### config.mk
export PLATFORM = sky130hd
export DESIGN_NAME = seq_mul16
export DESIGN_NICKNAME = d
export VERILOG_FILES = /design/src/rtl/seq_mul_pkg.sv /design/src/rtl/mul_add17.sv /design/src/rtl/seq_mul16.sv
export SDC_FILE = /design/constraint.sdc
export NUM_CORES = 1
export LEC_CHECK = 0
export CAP_MARGIN = 5
export CORE_AREA = 2 2 109 111
export CTS_CLUSTER_SIZE = 25
export DETAILED_ROUTE_END_ITERATION = 8
export DIE_AREA = 0 0 111 113
export PLACE_DENSITY = 0.76
export RECOVER_POWER = 100
export SYNTH_ARGS = -nofsm -noshare
export SYNTH_HDL_FRONTEND = slang
export SYNTH_HIERARCHICAL = 1
export SYNTH_SLANG_ARGS = --single-unit
### constraint.sdc
create_clock -name clk -period 4.02 [get_ports clk]
set_input_delay 0.804 -clock clk [delete_from_list [all_inputs] [get_ports clk]]
set_output_delay 0.804 -clock clk [all_outputs]
set_load 0.02 [all_outputs]
### src/rtl/seq_mul_pkg.sv
// Shared types and constants for the 16x16 sequential multiplier.
// Holds the FSM state enum, widths, saturation limits and operand magnitude helper.
package seq_mul_pkg;

    typedef enum logic [1:0] {
        IDLE = 2'd0,
        CALC = 2'd1,
        FIX  = 2'd2,
        DONE = 2'd3
    } state_t;

    localparam int OP_W   = 16;
    localparam int PROD_W = 32;
    localparam int ITER   = 16;

    localparam logic [PROD_W-1:0] SAT_U   = 32'h0000_FFFF;
    localparam logic [PROD_W-1:0] SAT_POS = 32'h0000_7FFF;
    localparam logic [PROD_W-1:0] SAT_NEG = 32'hFFFF_8000;

    // 0x8000 negates to 0x8000, which read unsigned is the correct 32768.
    function automatic logic [OP_W-1:0] mag(input logic [OP_W-1:0] v,
                                            input logic s);
        return (s && v[OP_W-1]) ? (~v + 1'b1) : v;
    endfunction

endpackage

### src/rtl/mul_add17.sv
// 16-bit carry-lookahead adder (4-bit groups) with carry out as bit 16.
// Ports: a, b = addends; sum = 17-bit result {carry, sum[15:0]}.
module mul_add17
    import seq_mul_pkg::*;
(
    input  logic [OP_W-1:0] a,
    input  logic [OP_W-1:0] b,
    output logic [OP_W:0]   sum
);

    logic [OP_W-1:0] p;
    logic [OP_W-1:0] g;
    logic [OP_W-1:0] c;
    logic [4:0]      gc;
    logic            gp;
    logic            gg;
    logic            ck;

    always_comb begin
        p  = a ^ b;
        g  = a & b;
        c  = '0;
        gc = '0;
        gp = 1'b0;
        gg = 1'b0;
        ck = 1'b0;
        for (int j = 0; j < 4; j++) begin
            // group propagate / generate, then lookahead group carry
            gp = 1'b1;
            gg = 1'b0;
            for (int i = 0; i < 4; i++) begin
                gg = g[4*j+i] | (p[4*j+i] & gg);
                gp = gp & p[4*j+i];
            end
            // carries inside the group expand from the group carry-in
            for (int i = 0; i < 4; i++) begin
                ck = gc[j];
                for (int k = 0; k < i; k++) begin
                    ck = g[4*j+k] | (p[4*j+k] & ck);
                end
                c[4*j+i] = ck;
            end
            gc[j+1] = gg | (gp & gc[j]);
        end
        sum = {gc[4], p ^ c};
    end

endmodule

### src/rtl/seq_mul16.sv
// Sequential 16x16 shift-add multiplier, signed or unsigned, 18-cycle latency.
// Ports: clk, rst_n (sync, active-low), start, sign, a, b -> busy, done, product, overflow.
// Build option: define SEQ_MUL_SAT_EN to clamp product to 16-bit range on overflow.
module seq_mul16
    import seq_mul_pkg::*;
(
    input  logic              clk,
    input  logic              rst_n,
    input  logic              start,
    input  logic              sign,
    input  logic [OP_W-1:0]   a,
    input  logic [OP_W-1:0]   b,
    output logic              busy,
    output logic              done,
    output logic [PROD_W-1:0] product,
    output logic              overflow
);

    state_t state;
    state_t state_n;

    logic [OP_W-1:0]   mag_a;
    logic [OP_W-1:0]   acc_hi;
    logic [OP_W-1:0]   mplr;
    logic [4:0]        cnt;
    logic              neg;
    logic              sgn;
    logic              accept;
    logic [OP_W:0]     sum;
    logic [OP_W:0]     step;
    logic [PROD_W-1:0] raw;
    logic [PROD_W-1:0] res;
    logic [PROD_W-1:0] res_out;
    logic              ovf;

    mul_add17 u_add (
        .a   (acc_hi),
        .b   (mag_a),
        .sum (sum)
    );

    always_comb begin
        state_n = state;
        accept  = 1'b0;
        busy    = 1'b0;
        done    = 1'b0;
        unique case (state)
            IDLE: begin
                if (start) begin
                    accept  = 1'b1;
                    state_n = CALC;
                end
            end
            CALC: begin
                busy = 1'b1;
                if (cnt == 5'(ITER - 1)) begin
                    state_n = FIX;
                end
            end
            FIX: begin
                busy    = 1'b1;
                state_n = DONE;
            end
            DONE: begin
                done = 1'b1;
                if (start) begin
                    accept  = 1'b1;
                    state_n = CALC;
                end else begin
                    state_n = IDLE;
                end
            end
            default: state_n = IDLE;
        endcase
    end

    // Skip the add when the multiplier LSB is clear; carry is then 0.
    assign step = mplr[0] ? sum : {1'b0, acc_hi};

    always_comb begin
        raw = {acc_hi, mplr};
        res = neg ? (~raw + 1'b1) : raw;
        if (sgn) begin
            ovf = ~((&res[31:15]) | ~(|res[31:15]));
        end else begin
            ovf = |res[31:16];
        end
        res_out = res;
`ifdef SEQ_MUL_SAT_EN
        if (ovf) begin
            if (!sgn) begin
                res_out = SAT_U;
            end else if (neg) begin
                res_out = SAT_NEG;
            end else begin
                res_out = SAT_POS;
            end
        end
`endif
    end

    always_ff @(posedge clk) begin
        if (!rst_n) begin
            state    <= IDLE;
            mag_a    <= '0;
            acc_hi   <= '0;
            mplr     <= '0;
            cnt      <= '0;
            neg      <= 1'b0;
            sgn      <= 1'b0;
            product  <= '0;
            overflow <= 1'b0;
        end else begin
            state <= state_n;
            if (accept) begin
                mag_a  <= mag(a, sign);
                mplr   <= mag(b, sign);
                acc_hi <= '0;
                cnt    <= '0;
                neg    <= sign & (a[OP_W-1] ^ b[OP_W-1]);
                sgn    <= sign;
            end else if (state == CALC) begin
                acc_hi <= step[OP_W:1];
                mplr   <= {step[0], mplr[OP_W-1:1]};
                cnt    <= cnt + 5'd1;
            end else if (state == FIX) begin
                product  <= res_out;
                overflow <= ovf;
            end
        end
    end

endmodule

==> results.py, run 1 <==
metrics = {
    "outcome": {
        "status": "completed",
    },
    "global_route": {
        "busiest_layer": "met2",
        "grt_util_all_layers_pct": 21.63,
        "use_met3_pct": 3.803,
        "grt_max_degree": 60,
        "met1_usage_pct": 28.96,
        "met2_usage_pct": 34.76,
        "first_global_vias": 4775,
        "antenna_found_initial": 0,
        "overflow": 0,
        "grt_first_pass_wirelength_um": 22250,
    },
    "place": {
        "io_buffers": 70,
        "pre_cts_slack_ns": -0.07019,
        "hpwl_um": 9824,
        "gp_congestion": 0.8949,
    },
    "clock_tree": {
        "h-tree-depth": 3,
        "cts_made_buffers": 9,
        "path_clk_slew_ns": 0.06,
        "cts_sinks": 90,
        "clock_path_buffers": 2,
        "cts_tree": "built",
        "post-cts-setup-buffers": 0,
        "cts-root-buf": "clkbuf_16",
        "clock_latency_ns": 0.35,
    },
    "cells_and_area": {
        "layout-area-overhead-vs-synth_pct": 19.47,
        "n_fill_cell": 1003,
        "drive_above_1_share_pct": 6.519,
        "nNetsFinal": 787,
        "mostFrequentLayoutCells": "nor2_1, dfxtp_1, a211oi_1, nand2_1, xor2_1",
        "regArea_um2": 1802,
        "antenna_cells": 0,
        "layout_commonest_cell": "nor2_1",
        "multi_input_area_um2": 3615,
    },
    "logic_synthesis": {
        "synth_top_area_share_pct": 31.87,
        "syn_inst": 674,
        "post_synth_num_cell_types": 57,
        "ys_seq_area_share_pct": 31.87,
        "synth_edf_count": 0,
        "syn-cell-area_um2": 5654,
        "synthTopCellsByArea": "dfxtp_1, a211oi_1, nor2_1",
        "syn_nets": 745,
        "yosysTopAreaCell": "dfxtp_1",
        "ys.flop_type": "dfxtp_1",
        "yosysWarnings": 6,
        "synth_seq_cells": 90,
        "avgSynthCellArea_um2": 8.389,
        "async_flop_share_pct": 0,
    },
    "detailed_routing": {
        "avgRoutedWirePerCell_um": 15.66,
        "drc": 0,
        "via_count": 5055,
        "wl_um": 13530,
        "postRouteAntennaNets": 0,
        "initialDrtViolationCount": 259,
        "viasPerCell": 5.851,
        "first_pass_iters": 4,
    },
    "sta": {
        "fin_tns_setup_ns": 0,
        "rsz0062_at_grt": "false",
        "worstMarginPinSlew_ns": 1.386,
        "post-route-period-util_pct": 96.42,
        "max_freq_mhz": 258.0,
        "timing_hold_violations_final": 0,
        "setup_slack_ns": 0.1441,
        "timing.final.max_slew_violations": 0,
        "setup_viol": 0,
        "clock_skew_ns": 0.008400,
        "period_needed_ns": 3.876,
        "max_slew_margin_pct": 7.489,
    },
    "die": {
        "core_um2": 11270,
        "die_y_um": 113,
        "io_pins": 71,
        "initial_utilization_pct": 50.16,
        "design.die.area_um2": 12540,
        "rows": 39,
        "die_x_um": 111,
    },
    "pwr": {
        "p_total_mw": 4.698,
        "p_per_area_nw_per_um2": 695.4,
        "ir_worst_vdd_uv": 340.4,
        "leakage_nw": 2.592,
    },
    "setup_path": {
        "arrival_ns": 4.13,
        "cp-start-kind": "register",
        "cp_max_fo": 2,
        "path_class": "register to register",
        "crit_path_end_kind": "register",
        "crit_required_ns": 4.28,
    },
    "run": {
        "cap_violations": 0,
    },
    "worst_hold_path": {
        "hp-class": "register to register",
    },
}
[registers in the layout, summed over array words and instances, names as in the netlist, 2 cells and up]
name / cells
product: 32
cnt: 5
state: 2
acc_hi: 16
mag_a: 16
mplr: 16
[synth_stat cells, types with 2 or more instances]
cell and count:
nand4b_1 2, nand2_1 46, or3_1 6, o41ai_1 9
nor2_1 106, a211o_1 2, nand3b_1 2, a21oi_1 27
nand2b_1 4, a311oi_1 2, ha_1 23, nand4_1 6
or2_2 3, a211oi_1 63, buf_1 6, o31ai_1 12
nand3_1 10, nor4_1 7, xor2_1 43, mux2i_1 31
a31oi_1 5, and3_1 4, inv_1 16, or4_4 2
or4_1 7, dfxtp_1 90, o21ai_0 16, o211ai_1 4
fa_1 12, clkbuf_1 44, xnor2_1 21, and2_1 4
a21o_1 3, o211a_1 2, nor3_1 12
[layout make-up]
cell class                      count  area share, %
Clock buffer                       11          3.741
Inverter                           16         0.8891
Sequential cell                    90          26.67
Multi-Input combinational cell    516          53.51
Tap cell                          143          2.649
Timing Repair Buffer               83          11.63
Clock inverter                      5         0.9076
[worst max-delay path, cell delays in order, from the launching register on]
cell	delay [ns]
dfxtp_1	0.31
ha_1	0.20
fa_2	0.35
fa_2	0.35
fa_2	0.35
and4_1	0.22
a221o_1	0.31
a21o_1	0.19
fa_2	0.34
fa_2	0.36
fa_2	0.53
mux2i_1	0.06
a211oi_1	0.20
[routing by layer]
layer / vias up / part of all wire, %
met3: 16 / 4.7
met5: - / 0
li1: 2514 / -
met4: 0 / 1.7
met1: 2383 / 47
met2: 142 / 47
[repair_timing]
item / CTS / global route
hold buffers: 0 / 0
setup endpoints to repair: 3 / 4
gates resized for setup: 3 / 5
pin swaps: 0 / 2
[per-stage QoR]
step | cell area (µm²) | util, % | instances | hold WS (ns)
3_3_place_gp | 6440 | 57.13 | 848 | 0.4498
3_5_place_dp | 6440 | 57.13 | 848 | 0.4645
6_report | 6755 | 59.93 | 864 | 0.4576
5_1_grt | 6755 | 59.93 | 864 | 0.4935
2_1_floorplan | 5657 | - | 674 | 0.4389
4_1_cts | 6761 | 59.98 | 864 | 0.4713
[logic make-up (layout without fill, tap and decap cells)]
family	Yosys count	in the layout	synth area share (%)
and+or+nand+nor	227	227	18.65
AOI/OAI and AO/OA	158	158	19.87
DFF	90	90	31.87
buffers and inverters	68	115	4.669
xor gates and xnor gates	64	64	9.914
adders and majority gates	35	35	9.338
muxes	32	32	5.687
[where the power goes]
| group | switching [mW] | internal (mW) | leakage (nW) |
|---|---|---|---|
| logic | 1.37 | 0.918 | 1.70 |
| registers | 0.364 | 1.17 | 0.736 |
| clock network | 0.354 | 0.518 | 0.156 |
[worst paths after layout]
path | slack (ns) | to | start | cells past startpoint
worst max-delay path | 0.14 | acc_hi[13] | acc_hi[0] | 12
worst min-delay path | 0.46 | product[0] | product[0] | 2
worst max register to register | 0.14 | acc_hi[13] | acc_hi[0] | 12
worst min register to register | 0.46 | product[0] | product[0] | 2
No activity file was read; power rests on OpenSTA's default activity.
==> inputs of run 2 (changes only) <==
- PLACE_DENSITY: 0.76 -> default
- PLACE_DENSITY_LB_ADDON: default -> 0.25
==> results.py, run 2 (synthesized netlist as in run 1, its figures left out) <==
metrics = {
    "outcome": {
        "status": "completed",
    },
    "setup_path": {
        "arrival_ns": 4.20,
        "r2r_end": "acc_hi[9]",
        "cp_max_fo": 2,
        "path_class": "register to register",
        "reg2regPathDepth": 12,
        "crit_path_end_kind": "register",
        "cp-start-kind": "register",
        "crit_required_ns": 4.28,
        "r2r-start": "acc_hi[0]",
        "rrSetupSlack_ns": 0.08,
    },
    "clock_tree": {
        "clock_path_buffers": 2,
        "clock_latency_ns": 0.35,
        "path_clk_slew_ns": 0.07,
        "cts_sinks": 90,
        "cts_tree": "built",
        "cts_made_buffers": 9,
        "h-tree-depth": 3,
        "cts-root-buf": "clkbuf_16",
    },
    "cells_and_area": {
        "n_fill_cell": 1034,
        "layout_commonest_cell": "nor2_1",
        "instances_no_fill": 867,
        "nNetsFinal": 790,
        "largest_register_ffs": 32,
        "drive_above_1_share_pct": 6.492,
        "multi_input_area_um2": 3613,
        "top_register": "product",
        "antenna_cells": 0,
        "regArea_um2": 1802,
        "layout-area-overhead-vs-synth_pct": 19.67,
        "mostFrequentLayoutCells": "nor2_1, dfxtp_1, a211oi_1, nand2_1, xor2_1",
    },
    "sta": {
        "timing_hold_violations_final": 0,
        "worstMarginPinSlew_ns": 1.446,
        "max_freq_mhz": 253.5,
        "clock_skew_ns": 0.01110,
        "setup_slack_ns": 0.07588,
        "setup_viol": 0,
        "hold_ws_ns": 0.4575,
        "period_needed_ns": 3.944,
        "timing.final.max_slew_violations": 0,
        "max_slew_margin_pct": 3.586,
        "post-route-period-util_pct": 98.11,
    },
    "place": {
        "gp_congestion": 0.8944,
        "io_buffers": 70,
        "dp_cells": 850,
        "pre_cts_slack_ns": -0.08185,
        "hpwl_um": 9764,
    },
    "detailed_routing": {
        "wl_um": 13070,
        "drc": 0,
        "first_pass_iters": 4,
        "avgRoutedWirePerCell_um": 15.08,
        "viasPerCell": 5.652,
        "via_count": 4900,
        "initialDrtViolationCount": 292,
        "postRouteAntennaNets": 0,
    },
    "pwr": {
        "leakage_nw": 2.595,
        "power_frac_comb_pct": 48.5,
        "power.internal_mw": 2.594,
        "clock_power_share_pct": 18.8,
        "seqPwrFrac_pct": 32.7,
        "p_total_mw": 4.696,
        "ir_worst_vdd_uv": 309.8,
        "sw_frac_of_total_pct": 44.76,
        "p_per_area_nw_per_um2": 694.0,
        "p_sw_mw": 2.102,
    },
    "global_route": {
        "grt_max_degree": 45,
        "overflow": 0,
        "grt_util_all_layers_pct": 21.10,
        "busiest_layer": "met2",
        "met2_usage_pct": 34.15,
        "antenna_found_initial": 0,
        "grt_first_pass_wirelength_um": 21760,
        "use_met3_pct": 2.892,
        "met1_usage_pct": 28.58,
        "first_global_vias": 4564,
    },
    "die": {
        "die_x_um": 111,
        "die_y_um": 113,
        "initial_utilization_pct": 50.16,
        "rows": 39,
        "io_pins": 71,
        "core_um2": 11270,
        "design.die.area_um2": 12540,
    },
    "worst_hold_path": {
        "hp-start": "product[0]",
        "hold_path_depth": 2,
        "hp-class": "register to register",
        "whs_endpoint": "product[0]",
    },
    "run": {
        "cap_violations": 0,
    },
}
-- run 2: cell count changes in the layout (fill, tap and decap cells not counted), sizes merged --
cell and delta:
inv +4, clkinv -3, buf +3, clkbuf -2
clkinvlp +1, clkdlybuf4s50 +3, dlygate4sd3 -3
-- run 2: what timing repair did --
item | 4_1_cts | 5_1_grt
setup buffers | 0 | 1
resized for setup | 4 | 3
pin swaps | 1 | 1
setup endpoints to repair | 4 | 4
hold buffers | 0 | 0
cloned | 0 | 0
-- run 2: power by group through the flow --
| stage | Combinational (mW) | Sequential [mW] | Clock, mW |
|---|---|---|---|
| 6_report | 2.28 | 1.53 | 0.883 |
| 5_1_grt | 2.53 | 1.58 | 0.929 |
| 4_1_cts | 2.31 | 1.53 | 0.888 |
| 3_5_place_dp | 2.30 | 1.55 | 0 |
| 3_3_place_gp | 2.25 | 1.53 | 0 |
| 2_1_floorplan | 1.65 | 1.50 | 0 |
-- run 2: worst max-delay path, stage by stage, from the launching register on --
cell and delay (ns):
dfxtp_1 0.33, ha_1 0.22, fa_2 0.35, fa_2 0.35, fa_2 0.35, and4_1 0.20, a221o_1 0.32, buf_4 0.15
fa_1 0.38, fa_2 0.36, fa_1 0.50, mux2i_1 0.09, a211oi_1 0.25
-- run 2: per-stage QoR --
step | util (%) | TNS (ns) | cell area (µm²)
5_1_grt | 60.03 | -0.01273 | 6766
4_1_cts | 60.07 | 0 | 6771
6_report | 60.03 | 0 | 6766
2_1_floorplan | - | 0 | 5657
3_5_place_dp | 57.27 | -0.1231 | 6455
3_3_place_gp | 57.27 | 0 | 6455
-- run 2: layout make-up --
type	count	share of cell area, %
Timing Repair Buffer	86	11.91
Inverter	16	0.8876
Clock inverter	7	1.202
Clock buffer	9	3.328
Sequential cell	90	26.63
Tap cell	143	2.644
Multi-Input combinational cell	516	53.40
-- run 2: how the worst max path moves through the flow --
stage | startpoint | to | slack, ns | cells past startpoint
floorplan | acc_hi[0] | acc_hi[14] | 0.03 | 13
global placement | acc_hi[0] | acc_hi[14] | 0.02 | 13
detailed placement | acc_hi[0] | acc_hi[14] | -0.08 | 13
CTS | acc_hi[0] | acc_hi[13] | 0.007 | 12
global route | acc_hi[0] | acc_hi[10] | -0.005 | 13
finish | acc_hi[0] | acc_hi[9] | 0.08 | 12
-- run 2: layer usage --
metal  vias to the layer above  routed length (µm)
met5                         -                   0
met4                         0                 259
met3                        21                 675
met2                       109                5840
met1                      2251                6298
li1                       2519                   -
==> inputs of run 3 (changes only) <==
- ABC_CLOCK_PERIOD_IN_PS: default -> 4019
- GPL_TIMING_DRIVEN: default -> 0
- REMOVE_ABC_BUFFERS: default -> 1
==> results.py, run 3 (synthesized netlist as in run 1, its figures left out) <==
metrics = {
    "die": {
        "design.die.area_um2": 12540,
        "core_um2": 11270,
        "initial_utilization_pct": 50.16,
        "die_x_um": 111,
        "io_pins": 71,
        "rows": 39,
        "die_y_um": 113,
    },
    "sta": {
        "setup_slack_ns": 0.1474,
        "hold_ws_ns": 0.4696,
        "worstMarginPinSlew_ns": 1.558,
        "max_slew_margin_pct": -3.884,
        "clock_skew_ns": 0.005182,
        "timing_hold_violations_final": 0,
        "timing.final.max_slew_violations": 40,
        "rsz0062_at_grt": "false",
        "setup_viol": 0,
        "max_freq_mhz": 258.2,
        "period_needed_ns": 3.873,
        "fin_tns_setup_ns": 0,
        "post-route-period-util_pct": 96.33,
    },
    "setup_path": {
        "crit_top_cell": "fa_2",
        "crit_path_end_kind": "register",
        "path_class": "register to register",
        "crit_required_ns": 4.28,
        "cp-start-kind": "register",
        "cpPeakStageDelay_ns": 0.36,
        "cp_max_fo": 3,
        "slowest_stage": "fa_2",
        "arrival_ns": 4.13,
        "cp_cell_sequence": "ha_4 > fa_2 > fa_2 > fa_2 > and4_1 > a221o_1 > a21o_1 > fa_2 > fa_2 > fa_2 > xor2_1 > mux2i_1 > a211oi_1",
    },
    "clock_tree": {
        "cts-root-buf": "clkbuf_16",
        "cts_tree": "built",
        "cts_sinks": 90,
        "clock_path_buffers": 2,
        "cts_made_buffers": 9,
        "path_clk_slew_ns": 0.06,
        "clock_latency_ns": 0.35,
        "h-tree-depth": 3,
    },
    "global_route": {
        "grt_max_degree": 57,
        "grt_first_pass_wirelength_um": 21540,
        "overflow": 0,
        "grt_util_all_layers_pct": 20.90,
        "first_global_vias": 4674,
        "antenna_found_initial": 0,
    },
    "detailed_routing": {
        "first_pass_iters": 4,
        "viasPerCell": 5.701,
        "avgRoutedWirePerCell_um": 14.85,
        "initialDrtViolationCount": 336,
        "via_count": 4903,
        "wl_um": 12770,
        "drc": 0,
        "postRouteAntennaNets": 0,
    },
    "worst_hold_path": {
        "hp-class": "register to register",
    },
    "place": {
        "placed_cell_area_um2": 6431,
        "dp_cells": 841,
        "gp_congestion": 0.8078,
        "io_buffers": 70,
        "pre_cts_slack_ns": -0.2915,
        "hpwl_um": 9436,
    },
    "cells_and_area": {
        "layout-area-overhead-vs-synth_pct": 19.83,
        "layout_commonest_cell": "nor2_1",
        "largest_register_ffs": 32,
        "antenna_cells": 0,
        "drive_above_1_share_pct": 6.555,
        "n_fill_cell": 1012,
        "fin_util_pct": 60.11,
        "instances_no_fill": 860,
        "post-route-cell-area_um2": 6775,
        "mostFrequentLayoutCells": "nor2_1, dfxtp_1, a211oi_1, nand2_1, xor2_1",
        "top_register": "product",
        "nNetsFinal": 784,
    },
    "run": {
        "cap_violations": 1,
    },
    "pwr": {
        "p_per_area_nw_per_um2": 673.8,
        "leakage_nw": 2.585,
        "p_total_mw": 4.565,
        "ir_worst_vdd_uv": 285.7,
    },
    "outcome": {
        "status": "finished, violations left",
        "failed_checks": "capacitance limit, slew limit",
    },
}
==> run 3: changes by cell type in the layout (fill, tap and decap cells not counted), sizes merged, moves of 2 or more <==
cell / previous run / this run
inv: 21 / 16
dlygate4sd3: 37 / 39
clkdlybuf4s50: 33 / 31
clkinv: 0 / 3
buf: 12 / 9
==> run 3: final timing paths <==
path	startpoint	to	slack (ns)	depth (start not counted)
setup / recovery	mag_a[0]	acc_hi[14]	0.15	13
hold / removal	mag_a[15]	mag_a[15]	0.47	2
setup reg to reg	mag_a[0]	acc_hi[14]	0.15	13
hold reg to reg	mag_a[15]	mag_a[15]	0.47	2
==> run 3: cell type report <==
| type | count | area, µm² | share of cell area (%) |
|---|---|---|---|
| timing repair buffer | 80 | 832.0 | 12.28 |
| tap | 143 | 178.9 | 2.641 |
| inverter | 16 | 60.06 | 0.8864 |
| multi-input combinational | 516 | 3623 | 53.48 |
| sequential | 90 | 1809 | 26.70 |
| clock inverter | 3 | 15.01 | 0.2216 |
| clock buffer | 12 | 256.5 | 3.786 |
==> run 3: report_power, final <==
group,total [mW],internal (mW),switching [mW]
logic,2.22,0.916,1.30
registers,1.56,1.17,0.385
clock network,0.789,0.446,0.343
total,4.57,2.54,2.03
==> run 3: critical path, delay by kind of cell, from the launching register on <==
kind                     cells  cell delay (ns)
XOR/XNOR                     1             0.13
flip-flops                   1             0.34
AND/OR/NAND/NOR              1             0.16
multiplexers                 1             0.09
AO/OA/AOI/OAI                3             0.78
adder cells (fa/ha/maj)      7             2.25
==> run 3: what timing repair did <==
| action | CTS | global route |
|---|---|---|
| endpoints found under the hold margin | 0 | 0 |
| gates resized for setup | 11 | 3 |
| hold buffers | 0 | 0 |
| setup endpoints to repair | 4 | 5 |
| pin swaps | 12 | 7 |
| setup buffers | 2 | 1 |
==> run 3: routing by layer <==
layer	global-route usage (%)	part of all wire, %
met5	0	0
met4	8.750	2.3
met3	3.535	4.5
met2	35.21	46
met1	26.73	47
